===== src/rtl/dmux_stream_if.sv =====
`default_nettype none
// ============================================================================
// Module   : dmux_stream_if
// Brief    : Producer-side and consumer-side stream bundle for dmux_stream.
// Revision : 1.0
// ============================================================================
interface dmux_stream_if #(
  parameter int WIDTH    = 16,
  parameter int CHANNELS = 8
);
  localparam int SEL_W = $clog2(CHANNELS);

  logic [WIDTH-1:0]          in_data;
  logic [SEL_W-1:0]          in_sel;
  logic                      in_last;
  logic                      in_valid;
  logic                      in_ready;
  logic [CHANNELS*WIDTH-1:0] out_data;
  logic [CHANNELS-1:0]       out_last;
  logic [CHANNELS-1:0]       out_valid;
  logic [CHANNELS-1:0]       out_ready;

  modport master (
    output in_data, in_sel, in_last, in_valid, out_ready,
    input  in_ready, out_data, out_last, out_valid
  );

  modport slave (
    input  in_data, in_sel, in_last, in_valid, out_ready,
    output in_ready, out_data, out_last, out_valid
  );
endinterface
`default_nettype wire


===== src/rtl/dmux_stream.sv =====
`default_nettype none
// ============================================================================
// Module   : dmux_stream
// Brief    : Registered 1-to-CHANNELS stream demux with packet route lock.
//            Optional per-channel packet counters: DMUX_STREAM_COUNT_EN.
// Revision : 1.0
// ============================================================================
module dmux_stream #(
  parameter int WIDTH    = 16,
  parameter int CHANNELS = 8
) (
  input  wire logic         clk,
  input  wire logic         rst_n,
  dmux_stream_if.slave      bus,
`ifdef DMUX_STREAM_COUNT_EN
  input  wire logic [$clog2(CHANNELS)-1:0] cnt_sel,
  output logic      [15:0]                 cnt_val,
`endif
  output logic              busy
);
  localparam int SEL_W = $clog2(CHANNELS);

  typedef enum logic [0:0] {
    S_IDLE   = 1'b0,
    S_LOCKED = 1'b1
  } state_t;

  state_t           r_state;
  logic             r_busy;
  logic [SEL_W-1:0] r_route;
  logic             r_full;
  logic [WIDTH-1:0] r_data;
  logic             r_last;
  logic [SEL_W-1:0] r_dest;

  logic             w_dest_ready;
  logic             w_ready;
  logic             w_accept;
  logic             w_drain;
  logic [SEL_W-1:0] w_dest_next;

  assign w_dest_ready = bus.out_ready[r_dest];
  assign w_ready      = !r_full || w_dest_ready;
  assign w_accept     = bus.in_valid && w_ready;
  assign w_drain      = r_full && w_dest_ready;
  assign w_dest_next  = (r_state == S_IDLE) ? bus.in_sel : r_route;

  assign bus.in_ready = w_ready;
  assign busy         = r_busy;

  always_ff @(posedge clk or negedge rst_n) begin
    if (!rst_n) begin
      r_state <= S_IDLE;
      r_busy  <= 1'b0;
      r_route <= '0;
    end else if (w_accept) begin
      case (r_state)
        S_IDLE: begin
          if (!bus.in_last) begin
            r_state <= S_LOCKED;
            r_busy  <= 1'b1;
            r_route <= bus.in_sel;
          end
        end
        S_LOCKED: begin
          if (bus.in_last) begin
            r_state <= S_IDLE;
            r_busy  <= 1'b0;
          end
        end
        default: begin
          r_state <= S_IDLE;
          r_busy  <= 1'b0;
        end
      endcase
    end
  end

  // Inputs are only captured on accept so idle-cycle X never reaches the register.
  always_ff @(posedge clk or negedge rst_n) begin
    if (!rst_n) begin
      r_full <= 1'b0;
      r_data <= '0;
      r_last <= 1'b0;
      r_dest <= '0;
    end else if (w_accept) begin
      r_full <= 1'b1;
      r_data <= bus.in_data;
      r_last <= bus.in_last;
      r_dest <= w_dest_next;
    end else if (w_drain) begin
      r_full <= 1'b0;
    end
  end

  generate
    for (genvar i = 0; i < CHANNELS; i++) begin : g_ch
      logic w_hit;
      assign w_hit                         = r_full && (r_dest == SEL_W'(i));
      assign bus.out_valid[i]              = w_hit;
      assign bus.out_last[i]               = w_hit && r_last;
      assign bus.out_data[i*WIDTH +: WIDTH] = w_hit ? r_data : '0;
    end
  endgenerate

`ifdef DMUX_STREAM_COUNT_EN
  localparam logic [15:0] c_CNT_MAX = 16'hFFFF;

  logic [15:0] r_cnt [CHANNELS];

  generate
    for (genvar i = 0; i < CHANNELS; i++) begin : g_cnt
      always_ff @(posedge clk or negedge rst_n) begin
        if (!rst_n) begin
          r_cnt[i] <= '0;
        end else if (w_drain && r_last && (r_dest == SEL_W'(i)) && (r_cnt[i] != c_CNT_MAX)) begin
          r_cnt[i] <= r_cnt[i] + 16'd1;
        end
      end
    end
  endgenerate

  assign cnt_val = r_cnt[cnt_sel];
`endif

endmodule
`default_nettype wire


===== src/flat_wrapper.sv =====
// flat-port wrapper written by rule: the top's interface ports become plain ports
module dmux_stream_flat 
#(
  parameter int WIDTH    = 16,
  parameter int CHANNELS = 8
)
  (clk, rst_n, busy, bus_in_data, bus_in_sel, bus_in_last, bus_in_valid, bus_out_ready, bus_in_ready, bus_out_data, bus_out_last, bus_out_valid);
  dmux_stream_if #(.WIDTH(WIDTH), .CHANNELS(CHANNELS)) bus_i ();
  input  wire logic clk;
  input  wire logic rst_n;
  output logic busy;
  input wire logic [$bits(bus_i.in_data)-1:0] bus_in_data;
  input wire logic [$bits(bus_i.in_sel)-1:0] bus_in_sel;
  input wire logic [$bits(bus_i.in_last)-1:0] bus_in_last;
  input wire logic [$bits(bus_i.in_valid)-1:0] bus_in_valid;
  input wire logic [$bits(bus_i.out_ready)-1:0] bus_out_ready;
  output wire logic [$bits(bus_i.in_ready)-1:0] bus_in_ready;
  output wire logic [$bits(bus_i.out_data)-1:0] bus_out_data;
  output wire logic [$bits(bus_i.out_last)-1:0] bus_out_last;
  output wire logic [$bits(bus_i.out_valid)-1:0] bus_out_valid;
  assign bus_i.in_data = bus_in_data;
  assign bus_i.in_sel = bus_in_sel;
  assign bus_i.in_last = bus_in_last;
  assign bus_i.in_valid = bus_in_valid;
  assign bus_i.out_ready = bus_out_ready;
  assign bus_in_ready = bus_i.in_ready;
  assign bus_out_data = bus_i.out_data;
  assign bus_out_last = bus_i.out_last;
  assign bus_out_valid = bus_i.out_valid;
  dmux_stream #(.WIDTH(WIDTH), .CHANNELS(CHANNELS)) u_core (.clk(clk), .rst_n(rst_n), .bus(bus_i), .busy(busy));
endmodule

===== config.mk =====
export PLATFORM = sky130hd
export DESIGN_NAME = dmux_stream_flat
export DESIGN_NICKNAME = d
export VERILOG_FILES = /design/src/rtl/dmux_stream_if.sv /design/src/rtl/dmux_stream.sv /design/src/flat_wrapper.sv
export SDC_FILE = /design/constraint.sdc
export NUM_CORES = 1
export LEC_CHECK = 0
export CELL_PAD_IN_SITES_DETAIL_PLACEMENT = 0
export CELL_PAD_IN_SITES_GLOBAL_PLACEMENT = 2
export CORE_UTILIZATION = 18
export DETAILED_ROUTE_END_ITERATION = 16
export GPL_ROUTABILITY_DRIVEN = 0
export PLACE_DENSITY_LB_ADDON = 0.3
export SLEW_MARGIN = 20
export SYNTH_ARGS = -nofsm -noshare
export SYNTH_HDL_FRONTEND = slang
export SYNTH_SLANG_ARGS = --single-unit

===== constraint.sdc =====
create_clock -name clk -period 1.9 [get_ports clk]
set_input_delay 0.19 -clock clk [delete_from_list [all_inputs] [get_ports clk]]
set_output_delay 0.19 -clock clk [all_outputs]
set_load 0.005 [all_outputs]

[After elaboration in Yosys (flattened, before gate mapping)]
Index checks and enable logic that the tools add are counted.
Storage, ports and cells
  register bits after elaboration: 26
  input port bits: 31
  output and inout bits: 146
  logic and storage cells: 60
Operators by class
  order comparisons: 1
  equality and inequality tests: 9
  muxes and demuxes: 17
  bitwise logic cells: 2
  reductions and logical operators: 24
Operator list (count)
  $mux 16: 8
  $logic_and 1x1->1: 18
  $eq 3x3->1 const B: 4
  $eq 3x2->1 const B: 2
  $mux 1: 6
  $reduce_and 3->1: 2
  $lt 3x4->1 const B: 1
  $ne 2x2->1 const B: 2
  $bmux 1 s3: 1
  $eq 3x1->1 const B: 1
  $logic_not 3->1: 1
  $mux 3: 1
  $not 1->1: 2
  $pmux 1 s2: 1
  $reduce_bool 2->1: 1
  $logic_not 1->1: 1
  $logic_or 1x1->1: 1

[Depth between registers and ports, before layout]
  depth in word-level cells: 5
  mapped depth: 6
  gate-level depth less buffers: 5

[Least setup slack after synthesis]
Ideal clock, no wire load.
  path kind: register to register
  start: register u_core.r_dest[1]
  end: register u_core.r_data[0]
  library setup time: 125 ps
  arrival: 1521 ps
  data required time: 1775 ps
  path slack: 253 ps
  stages on the path, launching flop included: 6
  path buffers: 1
  clock period less this slack: 1647 ps
  cell sequence: dfrtp_1 > mux2_2 > o22ai_4 > nor3_4 > buf_6 > mux2_4
On the way
  cells in the longest elaborated chain, start to end: 4
Ends and longest elaborated chain
  start, declared: line dmux_stream.sv:34  | logic [SEL_W-1:0] r_dest;
  start signal, assigned: line dmux_stream.sv:90  | r_dest <= w_dest_next;
  $bmux 1 s3: line dmux_stream.sv:42  | assign w_dest_ready = bus.out_ready[r_dest];
  $mux 1 (implied by the code): line dmux_stream.sv:42
  $logic_or 1x1->1: line dmux_stream.sv:43  | assign w_ready = !r_full || w_dest_ready;
  $logic_and 1x1->1: line dmux_stream.sv:44  | assign w_accept = bus.in_valid && w_ready;
  end signal, assigned: line dmux_stream.sv:88  | r_data <= bus.in_data;
  end, declared: line dmux_stream.sv:32  | logic [WIDTH-1:0] r_data;
Every way passes these cells. The select of a mux whose other input is x is not followed.
A chain may end at the register's enable or synchronous reset.

[Final worst setup path]
  start: register u_core.r_dest[1]
  end: register u_core.r_dest[2]
On the way
  cells in the longest elaborated chain, start to end: 4
Ends and longest elaborated chain (line)
  $bmux 1 s3: dmux_stream.sv:42
  $mux 1 (implied by the code): dmux_stream.sv:42
  $logic_or 1x1->1: dmux_stream.sv:43
  $logic_and 1x1->1: dmux_stream.sv:44
Every way passes these cells. The select of a mux whose other input is x is not followed.

==> impl_metrics.ini <==
[outcome]
status = complete, but fails checks
violations = negative setup slack

[placement]
dp_hpwl_mm = 7.543
placed_cell_area_um2 = 4369
dp.cells = 592
port_buffers = 176

[global_routing]
gr-usage-met1 = 0.1870
grt_pass1_vias = 2353
grt_pass1_wl_mm = 14.97
grt_use_met3 = 0.01845
antenna_found_initial = 0
grt_max_degree = 27
overflow = 0
gr-usage-all-layers = 0.1525
grt_use_met2 = 0.2839
grt-busiest-layer = met2

[synthesis]
synth_compound_area_frac = 0.02657
synth-seq-cells = 26
syn-num-nets = 275
ys_types = 26
syn_inst = 243
synth-xor-area-share = 0
synth_area_um2 = 2307
ys_seq_area_frac = 0.2820
synthAdderAreaFrac = 0.005423
synth_mux_area_frac = 0.1947
synth_edf_count = 0
synth_top_family_by_area = simple AND/OR/NAND/NOR gates
yosys.area_share.simple = 0.4290
yosysWarnings = 0
async_flop_share = 1.000
postSynthAreaPerCell_um2 = 9.495
synth-main-ff-cell = dfrtp_1

[timing]
fmax_ghz = 0.4878
worst_pin_slew_ps = 363.4
timing.final.hold_violations = 0
tns_ps = -3776
relSlewSlack = 0.7559
drv_slew = 0
timing.final.crit_share = 1.079
setup_ws_ps = -150.2
setup_viol = 40
fin_worst_skew_ps = 7.287
rsz0062_at_grt = true
fin_crit_ps = 2050

[critical_path]
required_ps = 2050
arrival_ps = 2200
cp-start-kind = flip-flop
crit_path_max_fanout = 10
path_class = reg2reg
cp-end-kind = flip-flop

[worst_hold_path]
hold_path.class = in2async

[cells_and_area]
fillerInstances = 1269
layout.cells.most_common = and2_1
fin_area_um2 = 4830
n_antenna_cell = 0
final_cell_mix = and2_1, clkbuf_2, dlygate4sd2_1
multi_input_area_um2 = 1630
drive_gt1_frac = 0.4129
nNetsFinal = 515
area_delta_synth_final_pct = 109.3
final_cell_count_no_fill = 650
fin_util = 0.3939
regArea_um2 = 654.4

[pwr]
power_density_nw_per_um2 = 1287
leakagePower_nw = 2.753
ir_drop_mv = 0.4249

[drt]
wl_mm = 10.82
dr_total_vias = 2531
first_iter_violations = 63
avgRoutedWirePerCell_um = 16.65
first_pass_iters = 4
vias_per_cell = 3.894
ant_nets = 0
drc = 0

[cts]
cts_tree = done
cts_root_buf = clkbuf_16
clk_latency_ps = 260
clock_sinks = 26
clk_pin_slew_ps = 70
cts_buffers = 3
h-tree-depth = 1
holdBufCountCts = 0
clk_path_buf_depth = 2

[flow_run]
maxCapViolCount = 0

[die]
rows = 40
num_io_pins = 177
fp.dieH_um = 115.2
core-area_um2 = 12260
die_area_um2 = 13270
initial_core_util = 0.1882
fp.dieW_um = 115.2
==> worst max-delay path: stages, from the launching register on <==
cell	delay, ps
dfrtp_2	470
buf_6	140
buf_6	110
mux2_4	300
o22ai_4	230
nor3_4	100
buf_6	140
buf_16	150
mux2_4	300
==> flip-flops by register name, summed over array words and instances (netlist names) <==
register	cells
u_core.r_data	16
u_core.r_route	3
u_core.r_full	1
u_core.r_last	1
u_core.r_dest	3
u_core.busy	1
u_core.r_state	1
==> cell type report <==
| type | count | area share |
|---|---|---|
| Timing Repair Buffer | 255 | 0.4627 |
| Multi-Input combinational cell | 194 | 0.3376 |
| Sequential cell | 26 | 0.1355 |
| Tap cell | 168 | 0.04352 |
| Clock buffer | 4 | 0.01839 |
| Inverter | 3 | 0.002332 |
==> cell families after synthesis <==
logic type / count (synthesis)
muxes: 32
DFF: 26
and+or+nand+nor: 158
adders and majority gates: 1
AOI/OAI and AO/OA: 3
buffers and inverters: 23
==> report_power, final <==
group          switching, mW  internal [mW]  total (mW)
combinational           1.62           2.64        4.26
sequential             0.595          0.840        1.43
clock                  0.201          0.323       0.524
total                   2.41           3.80        6.21
==> cells in the mapped netlist (2+ instances only) <==
cell / n / area [um^2]
and2_1: 136 / 850.8
dfrtp_1: 26 / 650.6
mux2_4: 20 / 300.3
mux2_2: 10 / 112.6
buf_4: 9 / 67.56
nor2_1: 8 / 30.03
clkbuf_1: 7 / 26.28
buf_6: 3 / 33.78
inv_1: 3 / 11.26
nand2_1: 2 / 7.510
nand2b_1: 2 / 12.51
nand3b_1: 2 / 15.01
nor3_1: 2 / 10.01
==> what timing repair did <==
item                       CTS  global route
setup buffers               26            23
pin swaps                   10            10
resized for setup          223           151
setup endpoints to repair  167           110
cloned                       9             2
==> final timing paths <==
kind                                               start                       endpoint  slack [ps]  depth (start not counted)
max                         u_core.r_dest[1]$_DFFE_PN0P_   u_core.r_dest[2]$_DFFE_PN0P_        -150                          8
min                                                rst_n        u_core.busy$_DFFE_PN0P_         290                          2
max reg2reg                 u_core.r_dest[1]$_DFFE_PN0P_   u_core.r_dest[2]$_DFFE_PN0P_        -150                          8
min reg2reg                u_core.r_route[2]$_DFFE_PN0P_  u_core.r_route[2]$_DFFE_PN0P_         510                          1
max in group asynchronous                          rst_n   u_core.r_dest[0]$_DFFE_PN0P_        1330                          2
min in group clk           u_core.r_route[2]$_DFFE_PN0P_  u_core.r_route[2]$_DFFE_PN0P_         510                          1
==> routing by layer <==
metal / share of wire / vias to the layer above
met1: 0.41 / 1211
met3: 0.042 / 4
met5: 0 / -
met4: 0.0076 / 0
li1: - / 1244
met2: 0.55 / 72
==> through the flow <==
step	setup WS, ps	total power, mW	hold WS [ps]
3_5_place_dp	-110.8	4.986	492.1
4_1_cts	-216.0	6.029	316.4
6_report	-150.2	6.213	291.2
2_1_floorplan	253.5	2.872	-105.6
5_1_grt	-209.0	6.652	338.0
3_3_place_gp	-94.75	4.966	484.9
(Power assumes the default switching activity.)
